File: src/rtl/ppfifo_pkg.sv
// Shared definitions for the ping-pong load buffer: reader FSM encoding and
// the default data/count widths that must agree with the buffer side.
package ppfifo_pkg;

    localparam int DEF_DATA_WIDTH = 16;
    localparam int DEF_CNT_WIDTH  = 16;
    localparam int BANK_CNT_WIDTH = 16;

    typedef enum logic [1:0] {
        ST_IDLE    = 2'd0,
        ST_CLAIM   = 2'd1,
        ST_READ    = 2'd2,
        ST_RELEASE = 2'd3
    } state_t;

endpackage

File: src/rtl/ppfifo_skid.sv
// Two-entry synchronous FIFO that absorbs the buffer's one-cycle read latency.
// The caller never pushes when full (net of a same-cycle pop) nor pops when empty.
module ppfifo_skid #(
    parameter int W = 17
) (
    input  logic         i_clk,
    input  logic         i_rst_n,
    input  logic         i_push,
    input  logic [W-1:0] i_push_data,
    input  logic         i_pop,
    output logic [W-1:0] o_head,
    output logic [1:0]   o_count
);

    logic [W-1:0] mem [2];
    logic         wr_ptr;
    logic         rd_ptr;
    logic [1:0]   count;

    always_ff @(posedge i_clk or negedge i_rst_n) begin
        if (!i_rst_n) begin
            mem[0] <= '0;
            mem[1] <= '0;
            wr_ptr <= 1'b0;
            rd_ptr <= 1'b0;
            count  <= 2'd0;
        end else begin
            if (i_push) begin
                mem[wr_ptr] <= i_push_data;
                wr_ptr      <= ~wr_ptr;
            end
            if (i_pop) begin
                rd_ptr <= ~rd_ptr;
            end
            case ({i_push, i_pop})
                2'b10:   count <= count + 2'd1;
                2'b01:   count <= count - 2'd1;
                default: count <= count;
            endcase
        end
    end

    assign o_head  = mem[rd_ptr];
    assign o_count = count;

endmodule

File: src/rtl/ppfifo_reader.sv
// Read-side master for the ping-pong load buffer: claims a filled bank, strobes
// out its words and re-emits them as a valid/ready stream with a last flag.
//
// Handshakes: a stream word transfers on a cycle where o_m_valid & i_m_ready;
// o_m_data/o_m_last hold while o_m_valid & !i_m_ready. A word requested by
// o_rd_strobe in cycle N is sampled from i_rd_data in cycle N+1.
module ppfifo_reader
    import ppfifo_pkg::*;
#(
    parameter int DATA_WIDTH = DEF_DATA_WIDTH,
    parameter int CNT_WIDTH  = DEF_CNT_WIDTH
) (
    input  logic                      i_clk,
    input  logic                      i_rst_n,
    input  logic                      i_en,
    input  logic                      i_rd_ready,
    output logic                      o_rd_activate,
    input  logic [CNT_WIDTH-1:0]      i_rd_size,
    output logic                      o_rd_strobe,
    input  logic [DATA_WIDTH-1:0]     i_rd_data,
    output logic                      o_m_valid,
    output logic [DATA_WIDTH-1:0]     o_m_data,
    output logic                      o_m_last,
    input  logic                      i_m_ready,
    output logic                      o_busy,
    output logic [BANK_CNT_WIDTH-1:0] o_bank_cnt,
    output logic [1:0]                o_state
);

    localparam logic [CNT_WIDTH-1:0] CNT_ONE = {{(CNT_WIDTH-1){1'b0}}, 1'b1};

    state_t                    state;
    logic [CNT_WIDTH-1:0]      size_q;
    logic [CNT_WIDTH-1:0]      issued;
    logic [CNT_WIDTH-1:0]      sent;
    logic                      inflight;
    logic                      inflight_last;
    logic                      activate_q;
    logic [BANK_CNT_WIDTH-1:0] bank_cnt;

    logic [1:0]                skid_count;
    logic [DATA_WIDTH:0]       skid_head;

    logic                      claim;
    logic                      m_valid;
    logic                      pop;
    logic [2:0]                occ_now;
    logic [2:0]                count_after;
    logic                      credit_ok;
    logic                      strobe;
    logic                      strobe_last;
    logic [CNT_WIDTH-1:0]      sent_after;
    logic                      done;

    assign claim   = i_en & i_rd_ready;
    assign m_valid = (skid_count != 2'd0);
    assign pop     = m_valid & i_m_ready;

    // Occupancy counts the word still on its way from the RAM. Crediting this
    // cycle's pop keeps the pipe full at one word per clock without ever
    // letting occupancy plus the in-flight word exceed two.
    assign occ_now     = {1'b0, skid_count} + {2'b00, inflight};
    assign count_after = occ_now - {2'b00, pop};
    assign credit_ok   = occ_now < (3'd2 + {2'b00, pop});

    assign strobe      = (state == ST_READ) && (issued < size_q) && credit_ok;
    assign strobe_last = strobe && ((issued + CNT_ONE) == size_q);

    assign sent_after  = pop ? (sent + CNT_ONE) : sent;
    assign done        = (sent_after == size_q) && (count_after == 3'd0);

    ppfifo_skid #(
        .W (DATA_WIDTH + 1)
    ) u_skid (
        .i_clk       (i_clk),
        .i_rst_n     (i_rst_n),
        .i_push      (inflight),
        .i_push_data ({inflight_last, i_rd_data}),
        .i_pop       (pop),
        .o_head      (skid_head),
        .o_count     (skid_count)
    );

    always_ff @(posedge i_clk or negedge i_rst_n) begin
        if (!i_rst_n) begin
            state         <= ST_IDLE;
            size_q        <= '0;
            issued        <= '0;
            sent          <= '0;
            inflight      <= 1'b0;
            inflight_last <= 1'b0;
            activate_q    <= 1'b0;
            bank_cnt      <= '0;
        end else begin
            inflight      <= strobe;
            inflight_last <= strobe_last;
            if (strobe) begin
                issued <= issued + CNT_ONE;
            end
            if (pop) begin
                sent <= sent + CNT_ONE;
            end
            case (state)
                ST_IDLE: begin
                    if (claim) begin
                        state      <= ST_CLAIM;
                        size_q     <= i_rd_size;
                        issued     <= '0;
                        sent       <= '0;
                        activate_q <= 1'b1;
                    end
                end
                ST_CLAIM: begin
                    if (!i_rd_ready) begin
                        state <= ST_READ;
                    end
                end
                ST_READ: begin
                    if (done) begin
                        state      <= ST_RELEASE;
                        activate_q <= 1'b0;
                    end
                end
                default: begin
                    // The release cycle is itself the idle gap, so a bank that is
                    // already waiting is claimed here for a single-cycle gap.
                    bank_cnt <= bank_cnt + 16'd1;
                    if (claim) begin
                        state      <= ST_CLAIM;
                        size_q     <= i_rd_size;
                        issued     <= '0;
                        sent       <= '0;
                        activate_q <= 1'b1;
                    end else begin
                        state <= ST_IDLE;
                    end
                end
            endcase
        end
    end

    assign o_rd_activate = activate_q;
    assign o_rd_strobe   = strobe;
    assign o_m_valid     = m_valid;
    assign o_m_data      = skid_head[DATA_WIDTH-1:0];
    assign o_m_last      = skid_head[DATA_WIDTH] & m_valid;
    assign o_busy        = (state != ST_IDLE);
    assign o_bank_cnt    = bank_cnt;
    assign o_state       = state;

endmodule

File: config.mk
export PLATFORM = sky130hd
export DESIGN_NAME = ppfifo_reader
export DESIGN_NICKNAME = d
export VERILOG_FILES = /design/src/rtl/ppfifo_pkg.sv /design/src/rtl/ppfifo_skid.sv /design/src/rtl/ppfifo_reader.sv
export SDC_FILE = /design/constraint.sdc
export NUM_CORES = 1
export LEC_CHECK = 0
export CORE_UTILIZATION = 38
export CTS_CLUSTER_DIAMETER = 120
export CTS_CLUSTER_SIZE = 25
export DETAILED_ROUTE_END_ITERATION = 6
export GPL_ROUTABILITY_DRIVEN = 0
export PLACE_DENSITY_LB_ADDON = 0.05
export SYNTH_ARGS = -nofsm -noshare
export SYNTH_HDL_FRONTEND = slang
export SYNTH_SLANG_ARGS = --single-unit
File: constraint.sdc
create_clock -name i_clk -period 3.5 [get_ports i_clk]
set_input_delay 0.7 -clock i_clk [delete_from_list [all_inputs] [get_ports i_clk]]
set_output_delay 0.7 -clock i_clk [all_outputs]
set_load 0.01 [all_outputs]
==> results.yml <==
outcome:
  status: "finished clean"
drt:
  finalWirelength_microns: 17420
  first_pass_iters: 5
  drc: 0
  num_vias: 5434
  drt_iter0_markers: 303
  ant_nets: 0
  via_per_inst: 5.467
  wl_per_cell_microns: 17.52
power:
  switching_power_w: 0.002302
  switching_share_pct: 39.07
  powerDensity_nw_per_um2: 729.1
  power.clock.fraction_pct: 17.2
  seqPwrFrac_pct: 33.7
  p_leak_nw: 3.446
  ir_worst_vdd_mv: 0.4330
  share_comb_of_total_power_pct: 49.1
  p_int_w: 0.003590
clocking:
  cts_root_buffer: "clkbuf_16"
  clk_pin_slew_ns: 0.08
  ctsHoldBuffers: 0
  cts_inserted_buffers: 9
  clk_latency_ns: 0.36
  cts_max_path_buffers: 2
  htreeDepth: 3
  cts_tree: "yes"
  cts.sinks: 107
logic_synthesis:
  synth_fp_nets: 738
  netlist_area_sq_um: 6556
  synth.avg_cell_area_sq_um: 9.756
  async_reset_ff_share_pct: 100.0
  yosysUniqueCellTypes: 66
  synth-seq-cells: 107
  ys_seq_area_share_pct: 40.84
  yosysWarnings: 0
  synth_edf_count: 0
  synth_cells: 672
  synth_top_flop_cell: "dfrtp_1"
timing:
  max_freq_ghz: 0.2999
  rsz0062_at_grt: "false"
  slew_violations: 0
  hold_viol: 0
  setup_viol: 0
  period_minus_slack_ns: 3.334
  finalCritPeriodShare_pct: 95.26
  tns_ns: 0
  slew-limit-headroom_pct: 45.85
  worst_pin_slew_ns: 0.8102
  fin_skew_ns: 0.008487
floorplan:
  coreArea_sq_um: 16700
  rows: 47
  ioPinCount: 76
  fp.dieH_microns: 133.4
  initial_core_util_pct: 39.26
  dieWidth_microns: 133.4
  die-area_sq_um: 17780
hold_path:
  worstHoldPathType: "in -> async"
global_route:
  overflow: 0
  grt_max_degree: 59
  grt_usage_pct: 20.61
  grt_pass1_vias: 5331
  grt_pass1_wl_microns: 28550
  antenna_found_initial: 0
final_layout:
  area_delta_synth_final_pct: 23.24
  final_cell_mix: "dfrtp_1, clkdlybuf4s50_1, nand2_1, nor2_1, mux2_2"
  final_common_cell: "dfrtp_1"
  stdcell_area_sq_um: 8080
  drive_above_1_share_pct: 17.05
  diodes: 0
  nNetsFinal: 835
worst_setup_path:
  path_cells: "ha_1 > nand2_1 > nor3_1 > o21a_1 > a2111oi_1 > buf_4 > a21o_1 > nand2_1 > inv_1 > clkdlybuf4s15_2"
  worstPathArrival_ns: 2.63
  max_stage_delay_ns: 0.47
  cp_slowest_cell: "dfrtp_1"
  crit_path_end_kind: "output port"
  crit_required_ns: 2.80
  r2r_setup_slack_ns: 0.37
  start_kind: "register"
  cp_max_fo: 7
  crit_top_cell: "nand2_1"
  path_class: "reg -> out"
placement:
  portBuffers: 75
  dp_hpwl_microns: 13010
  dpl_cell_area_sq_um: 7780
job:
  max_cap_violations: 0
==> cell families (layout without fill, tap and decap cells) <==
group / count (synthesis) / in the layout / synth area share, %
AND/OR/NAND/NOR: 231 / 231 / 18.03
AO/OA/AOI/OAI: 118 / 118 / 12.67
flip-flops: 107 / 107 / 40.84
XOR/XNOR: 68 / 68 / 9.504
buffers and inverters: 63 / 165 / 3.779
multiplexers: 56 / 56 / 9.523
adder cells (fa/ha/maj): 29 / 29 / 5.649
==> cell usage after synthesis (3+ instances only) <==
| cell type | number | share of area (%) |
|---|---|---|
| and4_1 | 4 | 0.53 |
| o31ai_1 | 11 | 1.3 |
| xnor2_1 | 46 | 6.1 |
| or3_1 | 5 | 0.48 |
| buf_2 | 8 | 0.61 |
| mux2i_1 | 5 | 0.76 |
| nor2_1 | 53 | 3.0 |
| o21ai_0 | 32 | 2.4 |
| dfrtp_1 | 107 | 41 |
| o2111ai_1 | 3 | 0.40 |
| nand3_1 | 30 | 2.3 |
| nand4_1 | 14 | 1.3 |
| and3_1 | 7 | 0.67 |
| ha_1 | 28 | 5.3 |
| o221ai_1 | 3 | 0.40 |
| inv_1 | 34 | 1.9 |
| xor2_1 | 20 | 2.7 |
| nand2_1 | 63 | 3.6 |
| or4_1 | 5 | 0.57 |
| o211a_1 | 3 | 0.46 |
| nor3_1 | 8 | 0.61 |
| nor4_1 | 9 | 0.86 |
| a21o_1 | 4 | 0.46 |
| nand2b_1 | 8 | 0.76 |
| o21a_1 | 3 | 0.34 |
| o311ai_0 | 3 | 0.40 |
| and2_1 | 5 | 0.48 |
| a31o_2 | 5 | 0.67 |
| clkbuf_1 | 18 | 1.0 |
| nor2b_1 | 5 | 0.48 |
| mux2_2 | 51 | 8.8 |
| a21oi_1 | 15 | 1.1 |
| a31oi_1 | 8 | 0.76 |
| o211ai_1 | 5 | 0.57 |
==> power groups by stage <==
stage | clock network, W | registers [W] | logic, W
floorplan | 0 | 0.00190 | 0.00183
global placement | 0 | 0.00199 | 0.00286
detailed placement | 0 | 0.00201 | 0.00289
CTS | 0.00106 | 0.00199 | 0.00291
global route | 0.00110 | 0.00206 | 0.00317
finish | 0.00101 | 0.00199 | 0.00289
==> worst paths after layout <==
path,from,end,cells past startpoint
worst min register to register,o_bank_cnt[15],o_bank_cnt[15],1
max in group asynchronous,i_rst_n,size_q[7],2
worst min-delay path,i_rst_n,u_skid.mem[0],1
worst max-delay path,issued[10],o_rd_strobe,10
min in group i_clk,o_bank_cnt[15],o_bank_cnt[15],1
worst max register to register,u_skid.o_count[0],o_state[0],13
==> through the flow <==
step           instances  util [%]  hold WS, ns  power [W]  worst slack [ns]
6_report             994     48.38       0.3968   0.005892            0.1659
3_3_place_gp         978     46.58       0.4553   0.004853           -0.3381
4_1_cts              994     48.36       0.4242   0.005959         0.0007363
3_5_place_dp         978     46.58       0.4652   0.004901           -0.3183
2_1_floorplan        672         -       0.4044   0.003727            0.7328
5_1_grt              994     48.38       0.4576   0.006325          0.007496
==> sequential cells by signal (all words and copies together), names as in the netlist <==
name	flops
o_state	2
sent	16
inflight_last	1
u_skid.wr_ptr	1
u_skid.rd_ptr	1
o_rd_activate	1
u_skid.mem	34
size_q	16
inflight	1
issued	16
o_bank_cnt	16
u_skid.o_count	2
==> final cells by class <==
cell class                      count  area (sq um)
Inverter                           34         127.6
Clock buffer                        9         225.2
Multi-Input combinational cell    502          3643
Sequential cell                   107          2678
Fill cell                        1614          8621
Timing Repair Buffer              115          1065
Tap cell                          220         275.3
Clock inverter                      7         66.31
==> per-layer routing <==
metal  vias to the layer above  track usage [%]  wire (microns)
met5                         -                0               0
met4                         0            6.629             304
met3                        30            3.843             955
met2                       160            33.16            8270
met1                      2639            27.95            7888
li1                       2605                -               -
==> timing repair <==
item	in CTS	in global routing
pin swaps	0	1
setup endpoints to repair	1	1
setup buffers	0	0
resized for setup	4	2
==> worst max-delay path, delay by kind of cell (launching register included) <==
family	cells	cell delay (ns)
compound gates	3	0.69
simple gates	3	0.27
flops	1	0.47
buf+inv	3	0.51
fa+ha+maj	1	0.33
(Power assumes the default switching activity.)
